===== config.mk =====
export PLATFORM = sky130hd
export DESIGN_NAME = chip8_framebuffer
export DESIGN_NICKNAME = d
export VERILOG_FILES = /design/src/rtl/chip8_framebuffer.sv
export SDC_FILE = /design/constraint.sdc
export NUM_CORES = 2
export LEC_CHECK = 0
export CAP_MARGIN = 20
export CORE_MARGIN = 2
export CORE_UTILIZATION = 25
export DETAILED_ROUTE_END_ITERATION = 7
export GPL_TIMING_DRIVEN = 0
export PLACE_DENSITY_LB_ADDON = 0.05
export SYNTH_ARGS = -nofsm -noshare
export SYNTH_HDL_FRONTEND = slang
export SYNTH_SLANG_ARGS = --single-unit
export TNS_END_PERCENT = 1

===== constraint.sdc =====
create_clock -name clk -period 4.6 [get_ports clk]
set_input_delay 0.69 -clock clk [delete_from_list [all_inputs] [get_ports clk]]
set_output_delay 0.69 -clock clk [all_outputs]
set_load 0.005 [all_outputs]

===== src/rtl/chip8_framebuffer.sv =====
// CHIP-8 64x32 monochrome framebuffer with XOR sprite-byte draw and clear.
// Single command port, registered display read port with read-before-write.
module chip8_framebuffer #(
    parameter int CLIP = 0
) (
    input  logic        clk,
    input  logic        reset,
    input  logic        cmd_valid,
    output logic        cmd_ready,
    input  logic        cmd_op,
    input  logic [5:0]  cmd_x,
    input  logic [4:0]  cmd_y,
    input  logic [7:0]  cmd_data,
    output logic        done,
    output logic        collision,
    input  logic [4:0]  disp_row,
    output logic [63:0] disp_data
);

    typedef enum logic [1:0] {
        IDLE,
        DRAW_RD,
        DRAW_WR,
        CLEAR
    } state_t;

    state_t state, state_n;

    logic [63:0] mem [32];
    logic [4:0]  cnt;
    logic        clr_cmd;
    logic [5:0]  cx;
    logic [4:0]  cy;
    logic [7:0]  cd;
    logic [63:0] rd_row;
    logic [63:0] mask;
    logic [6:0]  col;
    logic        accept;
    logic        mem_we;
    logic [4:0]  mem_wa;
    logic [63:0] mem_wd;
    logic        fin;
    logic        fin_col;

    // Sprite mask: bit 7 of the byte lands on column x, wrapping or clipped.
    always_comb begin
        mask = '0;
        col  = '0;
        for (int k = 0; k < 8; k++) begin
            col = {1'b0, cx} + 7'(7 - k);
            if (!((CLIP != 0) && col[6])) begin
                mask[col[5:0]] = cd[k];
            end
        end
    end

    // State register; reset always restarts the screen clear.
    always_ff @(posedge clk) begin
        if (reset) begin
            state <= CLEAR;
        end else begin
            state <= state_n;
        end
    end

    // Next-state, handshake, RAM write and completion decode.
    always_comb begin
        state_n   = state;
        cmd_ready = 1'b0;
        accept    = 1'b0;
        mem_we    = 1'b0;
        mem_wa    = cy;
        mem_wd    = rd_row ^ mask;
        fin       = 1'b0;
        fin_col   = 1'b0;
        unique case (state)
            IDLE: begin
                cmd_ready = 1'b1;
                if (cmd_valid) begin
                    accept  = 1'b1;
                    state_n = cmd_op ? CLEAR : DRAW_RD;
                end
            end
            DRAW_RD: begin
                state_n = DRAW_WR;
            end
            DRAW_WR: begin
                mem_we  = 1'b1;
                fin     = 1'b1;
                fin_col = |(rd_row & mask);
                state_n = IDLE;
            end
            CLEAR: begin
                mem_we = 1'b1;
                mem_wa = cnt;
                mem_wd = '0;
                if (cnt == 5'd31) begin
                    state_n = IDLE;
                    fin     = clr_cmd;
                end
            end
            default: state_n = CLEAR;
        endcase
    end

    // Command capture, clear row counter, row fetch and result flags.
    always_ff @(posedge clk) begin
        if (reset) begin
            cnt       <= '0;
            clr_cmd   <= 1'b0;
            cx        <= '0;
            cy        <= '0;
            cd        <= '0;
            rd_row    <= '0;
            done      <= 1'b0;
            collision <= 1'b0;
        end else begin
            done <= fin;
            if (fin) begin
                collision <= fin_col;
            end
            if (accept) begin
                cx      <= cmd_x;
                cy      <= cmd_y;
                cd      <= cmd_data;
                clr_cmd <= cmd_op;
                cnt     <= '0;
            end
            if (state == CLEAR) begin
                cnt <= cnt + 5'd1;
            end
            if (state == DRAW_RD) begin
                rd_row <= mem[cy];
            end
        end
    end

    // Pixel RAM write port; a reset cycle never commits a write.
    always_ff @(posedge clk) begin
        if (mem_we && !reset) begin
            mem[mem_wa] <= mem_wd;
        end
    end

    // Display read port, sampled every cycle (old data on collision).
    always_ff @(posedge clk) begin
        if (reset) begin
            disp_data <= '0;
        end else begin
            disp_data <= mem[disp_row];
        end
    end

endmodule


==> results summary <==
The post-synthesis cell area came out at 107000 um2. The number of buffers added to fix hold violations after cts came out at 0. The max-capacitance violation count came out at 0.

The proportion of synthesized chip area in sequential cells is 60.5%. The number of buffers created by CTS is 280. The worst hold path begins at cmd_data[1]. Once routing completed, OpenROAD measured the worst setup slack at -0.908 ns. The min-delay analysis places its worst path in the category in -> reg. The biggest area contributor in the post-synthesis netlist is edfxtp_1. Counting every sink on the clock net gives 2205. For this block, the routed nets add up to 595000 um of wire. The library cell used as clock root buffer is clkbuf_16. The global-route wire length before repair came out at 764000 um.

Dividing the detail-routed wire length by the instance count gives 47.6 um. The flow ran to the end, but the final reports show violations. The clock tree from TritonCTS is built.

The standby leakage power came out at 41.8 nW. The H-tree depth came out at 5. The via count of the first global-routing pass is 71.3k. For this configuration, the core starts out at a cell density of 25.1%.

The HPWL after detailed placement is 430000 um. The startpoint of the most critical register-to-register path is cx[0]. The average footprint of a synthesized cell came out at 18.4 um2. The critical path arrival came out at 6.29 ns. The peak ir drop on the vdd network came out at 0.286 mV. The remaining antenna violation count is 0. The number of vias in the routed layout came out at 71.1k. The tightest slew margin relative to the limit came out at 11.8%. The critical path in this run is classified as reg -> reg. Setup repair after global routing could not meet its margin everywhere. The number of unique standard cell types used by synthesis came out at 87. The die extent in x came out at 658 um. The CTS clock-pin slew for the worst setup and hold paths is 0.05 ns. The post-route minimum period came out at 5.51 ns.

The placer's final routability congestion estimate came out at 0.971. The floorplan step defined a die boundary enclosing 433000 um2. The net count of the mapped netlist is 5895.

The post-layout total power is 47.7 mW. The total area inside the core boundary comes to 426000 um2. The later pin in the worst-skew pair is clocked with a latency of 0.96 ns. Based on the critical path, the design can be clocked at up to 182 MHz. The share of layout cells above drive strength 1 is 39.9%. The portion of synthesized cell area occupied by the leading cell type is 57.6%. The data required time at the worst endpoint came out at 5.38 ns. The total setup violations reported at the end of the flow is 340.

The final reports fail on negative setup slack. In this run the worst setup path begins at cx[0]. The share of synthesized registers carrying an async set or reset came out at 0%. Global routing used 27.0% of the available tracks. The initial antenna violation count came out at 43. The final routed DRC violation total came out at 0. The count of flip-flops with a built-in enable after synthesis came out at 2048. The placement row count came out at 240.

The share of the cycle needed by the critical path after routing is 120%. The element type at the critical path start is a register. The number of max-slew violations in the final report came out at 0. The height of the die came out at 658 um. The fill cell instance count of the final layout is 41.4k. The remaining global-route overflow is 0. The final hold violation count was 0. The maximum number of pins on one net before global-route repair is 33. The instance count of the mapped netlist is 5797. Counting along the longest clock path gives a buffer depth of 4. The total number of yosys warnings is 0. In the routed layout, each cell is associated on average with a via count of 5.69.

For this run, the detailed router's first-pass iteration total came to 7. The power per cell area is 358 nW/um2. The minimum hold slack came out at 0.323 ns.

The area growth from synthesis to final layout is 24.8%. STA classifies the critical path endpoint as a register. The count of input and output buffers came out at 89. The worst clock skew came out at 0.0643 ns.

By area the synthesized netlist is led by edfxtp_1 (58%), mux4_2 (26%), dfxtp_1 (2.9%). The largest fanout on the critical path came out at 10. After the last flow step, the layout net total stands at 6661. At the pin with the least slew margin, the transition time is 1.32 ns.

The synthesized flop and latch total is 2205. In the synthesized netlist the dominant register cell turns out to be edfxtp_1. In this run, the number of DRC markers left after iteration 0 of detailed routing was 9326. The I/O pin count is 95.
final cells by class:
class                   count  area (um2)  share of cell area [%]
clock buffers             364        7550                    5.67
flip-flops and latches   2205       64700                    48.5
inverters                  10        46.3                  0.0347
plain buffers             472        2550                    1.91
clock inverters           145        1640                    1.23
repair buffers            492        7780                    5.84
multi-input cells        3102       41900                    31.4
diodes                     19        47.5                  0.0357
well taps                5687        7120                    5.34
flip-flops by register name (all words and copies together) (netlist names):
name and cells:
disp_data 64, state 2, cy 5, done 1
clr_cmd 1, rd_row 64, cnt 5, collision 1
mem 2048, cx 6, cd 8
cells in the mapped netlist (all sizes together), types with 24 or more instances:
master and n:
edfxtp 2048, mux4 1245, nor2 340, clkbuf 262, buf 218, nand2 213
dfxtp 157, mux2i 150, a211oi 131, a21oi 121, and2 77, ha 70
o22ai 69, o21ai 61, nand3 54, a22oi 50, nor3 49, nor2b 42
o221ai 33, o32ai 33, nor4 31, a32oi 29, a222oi 27, a221oi 24
worst paths after layout:
check	end	slack, ns	depth (start not counted)
max	collision	-0.91	18
min	cd[1]	0.32	3
max reg2reg	collision	-0.91	18
min reg2reg	clr_cmd	0.48	2
worst max-delay path, cell delays in order, from the launching register on:
cell and delay [ns]:
dfxtp_4 0.38, buf_12 0.11, buf_12 0.14, buf_2 0.35
buf_2 0.44, clkbuf_4 0.41, nor2_1 0.09, nand2_1 0.22
nand2_1 0.18, a211oi_1 0.34, a21oi_1 0.18, buf_6 0.21
ha_1 0.20, nor4_2 0.33, nand4_1 0.74, nor4_4 0.68
nor3b_2 0.09, a21oi_1 0.14, nor2_1 0.05
cell families after synthesis:
logic type / share of synthesized area (%)
muxes: 27.7
adders and majority gates: 0.820
and+or+nand+nor: 3.92
buffers and inverters: 2.02
DFF: 60.5
xor gates and xnor gates: 0.201
AOI/OAI and AO/OA: 4.83
placed cells by master (no fill, tap or decap), types with 108 or more instances in the layout:
cell type / synthesis / layout
buf_4: 17 / 111
nor2_1: 336 / 268
nand2_1: 213 / 191
mux4_2: 1245 / 1245
buf_12: 0 / 168
buf_2: 161 / 163
dfxtp_1: 157 / 153
clkbuf_2: 0 / 108
clkbuf_1: 262 / 189
edfxtp_1: 2048 / 2048
clkbuf_16: 0 / 289
a211oi_1: 131 / 128
mux2i_1: 150 / 149
through the flow:
stage | setup WS [ns] | util [%] | TNS, ns | cell area [um2] | cells
global route | -0.720 | 31.3 | -29.84 | 133000 | 12500
floorplan | -0.0508 | - | -85.59 | 107000 | 5797
global placement | -10.26 | 26.9 | - | 115000 | 11600
CTS | -0.666 | 31.0 | -136.63 | 132000 | 12400
detailed placement | -3.57 | 28.4 | -3676.00 | 121000 | 11900
finish | -0.908 | 31.3 | -35.00 | 133000 | 12500
routing by layer:
metal  vias up  part of all wire [%]  global-route usage, %  wire length [um]
li1      26600                     -                      -                 -
met1     40000                    43                   36.6            253000
met2      3629                    46                   42.8            274000
met3       887                   6.5                   4.61             38500
met4        20                   4.9                   11.4             29400
met5         -                 0.022                      0               133
power breakdown:
group          leakage, nW  switching (mW)  internal, mW
logic                 16.6            1.96          1.23
clock network         4.49            9.45          13.0
registers             20.8           0.134          21.9
what timing repair did:
item / CTS / global route
setup buffers: 58 / 17
setup endpoints to repair: 3177 / 1100
hold endpoints to repair: 0 / 0
resized for setup: 380 / 110
cloned: 1 / 0
pin swaps: 49 / 40
Power figures use the tool's default switching activity.
